File: config.mk
export PLATFORM = sky130hd
export DESIGN_NAME = lsu_wbuf
export DESIGN_NICKNAME = d
export VERILOG_FILES = /design/src/rtl/lsu_wbuf.sv
export SDC_FILE = /design/constraint.sdc
export NUM_CORES = 1
export LEC_CHECK = 0
export ABC_AREA = 0
export CAP_MARGIN = 20
export CORE_ASPECT_RATIO = 0.75
export CORE_MARGIN = 2
export CORE_UTILIZATION = 50
export CTS_BUF_LIST = sky130_fd_sc_hd__clkbuf_2 sky130_fd_sc_hd__clkbuf_4 sky130_fd_sc_hd__clkbuf_8
export DETAILED_ROUTE_END_ITERATION = 6
export PLACE_DENSITY = 0.86
export SYNTH_ARGS = -nofsm -noshare
export SYNTH_HDL_FRONTEND = slang
export SYNTH_SLANG_ARGS = --single-unit
File: constraint.sdc
create_clock -name clk_i -period 4.8 [get_ports clk_i]
set_clock_uncertainty 0.05 [all_clocks]
set_input_delay 0.96 -clock clk_i [delete_from_list [all_inputs] [get_ports clk_i]]
set_output_delay 0.96 -clock clk_i [all_outputs]
set_load 0.02 [all_outputs]
File: src/rtl/lsu_wbuf.sv
// Load/store unit between the core data port and data memory, with a posted-store
// write buffer. Loads block and are ordered behind every buffered store.
module lsu_wbuf #(
    parameter int DATA_W     = 32,
    parameter int WBUF_DEPTH = 4
) (
    input  logic                        clk_i,
    input  logic                        rst_ni,
    input  logic                        core_req_i,
    input  logic                        core_we_i,
    input  logic [2:0]                  core_size_i,
    input  logic [31:0]                 core_addr_i,
    input  logic [DATA_W-1:0]           core_wd_i,
    output logic [DATA_W-1:0]           core_rd_o,
    output logic                        core_stall_o,
    input  logic                        fence_i,
    output logic                        err_o,
    output logic [$clog2(WBUF_DEPTH):0] wbuf_count_o,
    output logic                        mem_req_o,
    output logic                        mem_we_o,
    output logic [DATA_W/8-1:0]         mem_be_o,
    output logic [31:0]                 mem_addr_o,
    output logic [DATA_W-1:0]           mem_wd_o,
    input  logic [DATA_W-1:0]           mem_rd_i,
    input  logic                        mem_ready_i
);
    localparam int NB   = DATA_W / 8;
    localparam int OFFW = $clog2(NB);
    localparam int PW   = $clog2(WBUF_DEPTH);
    localparam int CW   = PW + 1;

    function automatic logic [NB-1:0] lane_be(input logic [1:0] lg, input logic [OFFW-1:0] off);
        logic [NB-1:0] be;
        int lo, hi;
        lo = int'(off);
        hi = lo + (1 << lg);
        for (int i = 0; i < NB; i++) be[i] = (i >= lo) && (i < hi);
        return be;
    endfunction

    function automatic logic [DATA_W-1:0] replicate(input logic [DATA_W-1:0] wd, input logic [1:0] lg);
        logic [DATA_W-1:0] r;
        int mask;
        mask = (1 << lg) - 1;
        for (int i = 0; i < NB; i++) r[8*i +: 8] = wd[8*(i & mask) +: 8];
        return r;
    endfunction

    // Shift the addressed lane down, then sign- or zero-extend above the access width.
    function automatic logic [DATA_W-1:0] extract(input logic [DATA_W-1:0] rd,
                                                  input logic [OFFW-1:0] off,
                                                  input logic [2:0] size);
        logic [DATA_W-1:0] sh, r;
        logic ext;
        int nbits;
        sh    = rd >> {off, 3'b000};
        nbits = 8 << size[1:0];
        if (nbits > DATA_W) nbits = DATA_W;
        ext   = !size[2] && sh[nbits-1];
        for (int i = 0; i < DATA_W; i++) r[i] = (i < nbits) ? sh[i] : ext;
        return r;
    endfunction

    logic [1:0]      lg;
    logic [OFFW-1:0] off;
    logic [31:0]     aligned;
    logic            illegal, misal, err, st_req, ld_req;
    logic            nonempty, full, pop, push, load_go;
    logic [PW-1:0]   head_q, head_d, tail_q, tail_d;
    logic [CW-1:0]   count_q, count_d;

    logic [31:0]       wb_addr_q [WBUF_DEPTH];
    logic [NB-1:0]     wb_be_q   [WBUF_DEPTH];
    logic [DATA_W-1:0] wb_wd_q   [WBUF_DEPTH];

    assign lg      = core_size_i[1:0];
    assign off     = core_addr_i[OFFW-1:0];
    assign aligned = {core_addr_i[31:OFFW], {OFFW{1'b0}}};
    assign illegal = (core_size_i == 3'd7) ||
                     ((DATA_W == 32) && (core_size_i == 3'd3 || core_size_i == 3'd6));
    assign misal   = (core_addr_i[2:0] & ((3'd1 << lg) - 3'd1)) != 3'd0;
    assign err     = core_req_i && (illegal || misal);
    assign st_req  = core_req_i && core_we_i && !err;
    assign ld_req  = core_req_i && !core_we_i && !err;

    assign nonempty = count_q != '0;
    assign full     = count_q == CW'(WBUF_DEPTH);
    assign pop      = nonempty && mem_ready_i;
    // A full buffer still accepts a store in the cycle its head retires.
    assign push     = st_req && (!full || pop);
    assign load_go  = ld_req && !nonempty;

    assign head_d  = pop  ? head_q + PW'(1) : head_q;
    assign tail_d  = push ? tail_q + PW'(1) : tail_q;
    assign count_d = count_q + CW'(push) - CW'(pop);

    assign err_o        = err;
    assign wbuf_count_o = count_q;
    assign core_rd_o    = (load_go && mem_ready_i) ? extract(mem_rd_i, off, core_size_i) : '0;
    assign core_stall_o = !err && ((st_req && !push) ||
                                   (ld_req && (nonempty || !mem_ready_i)) ||
                                   (fence_i && nonempty));

    // Buffered stores own the memory port; a load is issued only once the buffer is empty.
    always_comb begin
        mem_req_o  = 1'b0;
        mem_we_o   = 1'b0;
        mem_be_o   = '0;
        mem_addr_o = '0;
        mem_wd_o   = '0;
        if (nonempty) begin
            mem_req_o  = 1'b1;
            mem_we_o   = 1'b1;
            mem_be_o   = wb_be_q[head_q];
            mem_addr_o = wb_addr_q[head_q];
            mem_wd_o   = wb_wd_q[head_q];
        end else if (load_go) begin
            mem_req_o  = 1'b1;
            mem_be_o   = lane_be(lg, off);
            mem_addr_o = aligned;
        end
    end

    always_ff @(posedge clk_i) begin
        if (!rst_ni) begin
            head_q  <= '0;
            tail_q  <= '0;
            count_q <= '0;
        end else begin
            head_q  <= head_d;
            tail_q  <= tail_d;
            count_q <= count_d;
        end
    end

    always_ff @(posedge clk_i) begin
        if (push) begin
            wb_addr_q[tail_q] <= aligned;
            wb_be_q[tail_q]   <= lane_be(lg, off);
            wb_wd_q[tail_q]   <= replicate(core_wd_i, lg);
        end
    end
endmodule
; After elaboration in Yosys (flattened, before gate mapping)
; Memory sizes are Yosys's and may differ from the RTL's. A register that Yosys moved wholly into a read port is not among the register bits.
; Index checks and enable logic that the tools add are counted.
[totals]
reg_bits = 7
ram_bits = 264
in_bits = 105
out_inout_bits = 107
word_cells = 153
memories = 3
[op_classes]
add_sub_neg = 8
order_cmp = 41
eq_ne = 4
shift = 7
n_mux = 53
bitwise = 1
reduce_logical = 33
[mem_list]
columns = name, words, width, rd, rd_ports_with_merged_regs, write_ports, line_no
row1 = wb_wd_q, 4, 32, 1, 1, 1, 74  ; logic [DATA_W-1:0] wb_wd_q [WBUF_DEPTH];
row2 = wb_addr_q, 4, 30, 1, 1, 1, 72  ; logic [31:0] wb_addr_q [WBUF_DEPTH];
row3 = wb_be_q, 4, 4, 1, 1, 1, 73  ; logic [NB-1:0] wb_be_q [WBUF_DEPTH];
[op_table]
columns = operator, count
row1 = $lt A6 B32 Y1 const A, 16
row2 = $lt A5 B32 Y1 const A, 8
row3 = $mux W32, 5
row4 = $lt A3 B32 Y1 const A, 4
row5 = $lt A4 B32 Y1 const A, 4
row6 = $lt A1 B32 Y1 const A, 2
row7 = $lt A2 B32 Y1 const A, 2
row8 = $shiftx A32 B6 Y8, 2
row9 = $mux W1, 39
row10 = $add A3 B32 Y32, 1
row11 = $gt A32 B7 Y1 const B, 1
row12 = $lt A32 B7 Y1 const B, 1
row13 = $shiftx A32 B5 Y8, 1
row14 = $shl A1 B2 Y32 const A, 1
row15 = $shl A4 B2 Y32 const A, 1
row16 = $shr A32 B5 Y32, 1
row17 = $sub A32 B2 Y32 const B, 1
row18 = $logic_and A1 B1 Y1, 17
row19 = $mux W2, 6
row20 = $eq A3 B3 Y1 const B, 3
row21 = $mux W4, 2
row22 = $logic_not A1 Y1, 7
row23 = $logic_or A1 B1 Y1, 7
row24 = $reduce_bool A3 Y1, 2
row25 = other kinds (11), 13

; Longest topological paths before layout
[depth]
word_depth = 14
depth_mapped = 17
ltp_nobuf = 14

; Worst setup path before layout
; No wires, ideal clock.
[synth_timing]
path_kind = input -> output
start = input core_size_i[1]
end = output core_rd_o[0]
arrival_ns = 3.416
required_ns = 3.790
setup_slack_ns = 0.374
cell_stages = 10
n_path_buf = 4
path_cell_list = or2_2 > buf_2 > buf_2 > ha_1 > nor2b_1 > or3_1 > buf_6 > or3_4 > buf_6 > a211oi_1
[synth_between]
elab_chain_len = 11
word_cells_on_any_way = 26
classes_between = add/sub: 2 / order compare: 2 / eq/ne: 3 / shift: 2 / mux: 6 / bitwise: 1 / reduce/logical: 10
[synth_rtl]
columns = element, line_no
row1 = from (decl), 11  ; input logic [2:0] core_size_i,
row2 = branches (longest 10 deep; another with $gt A32 B7 Y1), --
row3 = $mux W32 *, 99  ; assign core_rd_o = (load_go && mem_ready_i) ? extract(mem_rd_i, off, core_size_i) : '0;
row4 = to (decl), 14  ; output logic [DATA_W-1:0] core_rd_o,
; Mark *: on every way between the ends. The select of a mux whose other input is x is not followed.

; Worst setup path after layout
[layout_timing]
start = input core_size_i[1]
end = output core_stall_o
[layout_between]
elab_chain_len = 14
word_cells_on_any_way = 21
classes_between = add/sub: 1 / eq/ne: 3 / shift: 1 / bitwise: 1 / reduce/logical: 15
[layout_rtl]
columns = element, line_no
row1 = $shl A1 B2 Y3, 81  ; assign misal = (core_addr_i[2:0] & ((3'd1 << lg) - 3'd1)) != 3'd0;
row2 = $sub A3 B1 Y3, 81
row3 = $and A3 B3 Y3, 81
row4 = $reduce_bool A3 Y1, 81
row5 = $logic_or A1 B1 Y1 *, 82  ; assign err = core_req_i && (illegal || misal);
row6 = $logic_and A1 B1 Y1 *, 82
row7 = $logic_not A1 Y1 *, "83, 84, 100"
row8 = $logic_and A1 B1 Y1, 83  ; assign st_req = core_req_i && core_we_i && !err;
row9 = $logic_and A1 B1 Y1, 90  ; assign push = st_req && (!full || pop);
row10 = $logic_not A1 Y1, 100  ; assign core_stall_o = !err && ((st_req && !push) ||
row11 = $logic_and A1 B1 Y1, 100
row12 = $logic_or A1 B1 Y1, 100
row13 = $logic_or A1 B1 Y1, 101  ; (ld_req && (nonempty || !mem_ready_i)) ||
row14 = $logic_and A1 B1 Y1 *, 100
row15 = to (decl), 15  ; output logic core_stall_o,
; Mark *: on every way between the ends. The rest lies on a longest branch, timed or not.

==> impl_metrics.json <==
{
  "worst_slew_margin_rel_pct": 48.2,
  "most_frequent_standard_cell_in_the_layout_excluding_fill_and_tap_cells": "sky130_fd_sc_hd__edfxtp_1",
  "remaining_drc_errors": 0,
  "most_used_cell_cp": "sky130_fd_sc_hd__clkdlybuf4s50_1",
  "yosysUniqueCellTypes": 47,
  "hpwlAfterDp_mm": 18.1,
  "fmax_ghz": 0.214,
  "maxCapViolCount": 0,
  "wl_per_cell_um": 21.8,
  "hold_start": "tail_q[0]$_SDFFE_PN0P_",
  "total_leakage_power_nw": 5.37,
  "synth.area.mux_share_pct": 17.0,
  "post_cts.repair.setup_buffers": 0,
  "placement_rows": 48,
  "complex_gate_fraction_of_the_synthesized_area_pct": 5.84,
  "number_of_cells_in_the_finished_layout_apart_from_fillers": 1248,
  "synthDominantCellAreaShare_pct": 66.4,
  "clkSlewWorstSetupHoldPaths_ns": 0.06,
  "endpoint_of_the_most_critical_setup_path": "core_stall_o",
  "synth-main-ff-cell": "sky130_fd_sc_hd__edfxtp_1",
  "post-synth-top-area-cell": "sky130_fd_sc_hd__edfxtp_1",
  "vias_in_the_first_global_route": 7564,
  "peakVddDrop_uv": 307,
  "most_frequent_cells_in_the_layout": "264 x sky130_fd_sc_hd__edfxtp_1, 143 x sky130_fd_sc_hd__clkdlybuf4s50_1, 66 x sky130_fd_sc_hd__mux4_2",
  "dpl.cell_count": 1167,
  "arrival_ns": 3.66,
  "first_pass_iters": 5,
  "synth_seq_cells": 273,
  "synth_top_family_by_area": "multiplexers",
  "effective_utilization_at_floorplan_pct": 51.3,
  "cts_max_level": 2,
  "ys_warn_count": 0,
  "maximum_count_of_clock_buffers_along_a_single_path": 3,
  "globalRouteTotalUtil_pct": 21.9,
  "worstSetupPathDepth": 9,
  "run_status": "completed",
  "port_buffers": 209,
  "layout.nets": 1028,
  "worst-endpoint-required_ns": 3.79,
  "grt-ovfl-total": 0,
  "route.vias.total": 7135,
  "final_util_pct": 65.9,
  "cells_along_the_critical_path": "clkdlybuf4s50_1, or2_2, ha_1, nor2b_1, or3_1, buf_4, and2_1, a21oi_1, clkdlybuf4s50_1",
  "setup_viol": 0,
  "final_layout_size_suffix_gt1_share_pct": 22.2,
  "grt_antenna_before_repair": 1,
  "cts.root.buffer_cell": "sky130_fd_sc_hd__clkbuf_8",
  "worstReg2RegEnd": "wbuf_count_o[2]$_SDFF_PN0_",
  "critical_path_class": "primary input to output pin",
  "cpMaxStageDelayCell": "sky130_fd_sc_hd__clkdlybuf4s50_1",
  "wire_length_of_the_first_global_routing_pass_mm": 41.6,
  "layout.filler_cells": 1574,
  "synth_xor_area_share_pct": 0.294,
  "initialDrtViolationCount": 537,
  "critical_path.max_stage_delay_ns": 0.64,
  "drtAntennaViolNets": 0,
  "synth_adder_area_share_pct": 1.28,
  "setup_total_negative_slack_ns": 0,
  "critPathLaunch": "core_size_i[1]",
  "post-route-period-util_pct": 97.3,
  "synth-edff-count": 264,
  "timing.critical_path.buf_inv": 3,
  "start_of_the_worst_register_to_register_path": "wbuf_count_o[1]$_SDFF_PN0_",
  "hold_vio_cnt_final": 0,
  "unrepaired_setup_endpoints_after_global_routing": "false",
  "dieWidth_um": 182,
  "layout-area-overhead-vs-synth_pct": 28.4,
  "timing.final.crit_period_ns": 4.67,
  "core_area_um2": 23200,
  "drt_wl_total_mm": 27.2,
  "cts_repair_resize_count": 66,
  "worst_hold_path_type": "register to register",
  "clkLatencyLatePin_ns": 0.51,
  "crit_path_start_kind": "primary input",
  "die_area_um2": 25100,
  "drt-vias-per-instance": 5.72,
  "cts_tree": "done",
  "p_per_area_nw_per_um2": 465,
  "post_synth_inst_count": 674,
  "grt_start_max_net_pins": 71,
  "worst-r2r-cell-count": 12,
  "asyncSetResetFlopFracSynth_pct": 0,
  "final-max-slew-violation-count": 0,
  "seq_area_frac_synth_pct": 67.9,
  "die_extent_in_y_um": 138,
  "syn-cell-area_um2": 11900,
  "fin_hold_ws_ns": 0.482,
  "ff2ff_setup_slack_ns": 1.90,
  "regArea_um2": 8120,
  "worst_path_dominant_cell_family": "buffers and inverters",
  "multiInputGateArea_um2": 3580,
  "ioPinCount": 212,
  "timing.critical_path.to_type": "output pin",
  "worstPathMaxFanout": 7,
  "post_cts_hold_buffers": 0,
  "cts_buffers": 43,
  "post_synth_main_area_contributors": "sky130_fd_sc_hd__edfxtp_1 66%, sky130_fd_sc_hd__mux4_2 12%, sky130_fd_sc_hd__mux2_2 2.6%",
  "syn_avg_cell_area_um2": 17.7,
  "max_slew.worst_pin.slew_ns": 0.775,
  "post_synth_and_or_nand_nor_area_fraction_pct": 5.32,
  "clock_sinks": 273,
  "place.gp.congestion": 0.889
}
synth_stat cells (3+ instances only):
master	n
sky130_fd_sc_hd__a211oi_1	3
sky130_fd_sc_hd__a211oi_2	4
sky130_fd_sc_hd__a21oi_1	11
sky130_fd_sc_hd__a22o_1	33
sky130_fd_sc_hd__a31oi_1	16
sky130_fd_sc_hd__and2_1	38
sky130_fd_sc_hd__and3_1	14
sky130_fd_sc_hd__buf_1	8
sky130_fd_sc_hd__buf_2	16
sky130_fd_sc_hd__buf_6	4
sky130_fd_sc_hd__clkbuf_1	16
sky130_fd_sc_hd__dfxtp_1	9
sky130_fd_sc_hd__edfxtp_1	264
sky130_fd_sc_hd__ha_1	9
sky130_fd_sc_hd__inv_1	8
sky130_fd_sc_hd__mux2_2	28
sky130_fd_sc_hd__mux2i_1	23
sky130_fd_sc_hd__mux4_2	66
sky130_fd_sc_hd__nand2_1	29
sky130_fd_sc_hd__nand3_1	4
sky130_fd_sc_hd__nor2_1	16
sky130_fd_sc_hd__nor2b_1	3
sky130_fd_sc_hd__nor3_1	4
sky130_fd_sc_hd__o21ai_0	19
cell type report:
cell class | instances | share of cell area [%]
multi-input combinational | 345 | 23.4
sequential | 273 | 53.0
timing repair buffer | 238 | 15.1
inverter | 11 | 0.269
tap | 300 | 2.45
clock inverter | 23 | 1.18
antenna | 2 | 0.0327
clock buffer | 56 | 4.58
per-stage QoR:
step / area (um2) / total power (W) / setup WS [ns]
final: 15300 / 0.00712 / 0.130
after global routing: 15300 / 0.00743 / 0.0125
after CTS: 15300 / 0.00720 / 0.117
after detailed placement: 14500 / 0.00533 / -0.148
after global placement: 14500 / 0.00529 / -0.100
after floorplan: 11900 / 0.00426 / 0.374
state kept, by name (all words and copies together) (netlist names), named ones only:
signal / flops
wb_wd_q: 128
tail_q: 2
wbuf_count_o: 3
wb_addr_q: 120
head_q: 2
wb_be_q: 16
worst register-to-register path: stages (launching register included):
cell	delay, ns
sky130_fd_sc_hd__dfxtp_1	0.45
sky130_fd_sc_hd__nor3_1	0.13
sky130_fd_sc_hd__inv_2	0.09
sky130_fd_sc_hd__buf_4	0.57
sky130_fd_sc_hd__and2_1	0.28
sky130_fd_sc_hd__ha_1	0.24
sky130_fd_sc_hd__inv_1	0.05
sky130_fd_sc_hd__ha_1	0.13
sky130_fd_sc_hd__inv_1	0.05
sky130_fd_sc_hd__fa_1	0.37
sky130_fd_sc_hd__xor2_1	0.17
sky130_fd_sc_hd__xnor2_1	0.14
sky130_fd_sc_hd__nor2_1	0.05
cells by family after synthesis:
group           after synthesis
compound gates               93
xor+xnor                      4
fa+ha+maj                    11
buf+inv                      57
flops                       273
mux                         117
other cells                   1
simple gates                118
worst min-delay path by stage:
stage / to / slack, ns / depth (start not counted)
after detailed placement: tail_q[0]$_SDFFE_PN0P_ / 0.47 / 2
final: tail_q[0]$_SDFFE_PN0P_ / 0.48 / 2
after global placement: register / 0.45 / 2
after CTS: tail_q[0]$_SDFFE_PN0P_ / 0.48 / 2
after floorplan: tail_q[0]$_SDFFE_PN0P_ / 0.43 / 2
after global routing: tail_q[0]$_SDFFE_PN0P_ / 0.50 / 2
layer usage:
metal	global-route usage (%)	share of wire, %
met2	36.5	48
met3	5.29	8.2
met1	28.8	41
met5	0	0
met4	6.85	1.9
power by group:
group / switching [W] / total, W / internal [W]
sequential: 0.0000763 / 0.00275 / 0.00268
combinational: 0.00123 / 0.00238 / 0.00115
clock: 0.000864 / 0.00199 / 0.00112
Power figures use the tool's default switching activity.
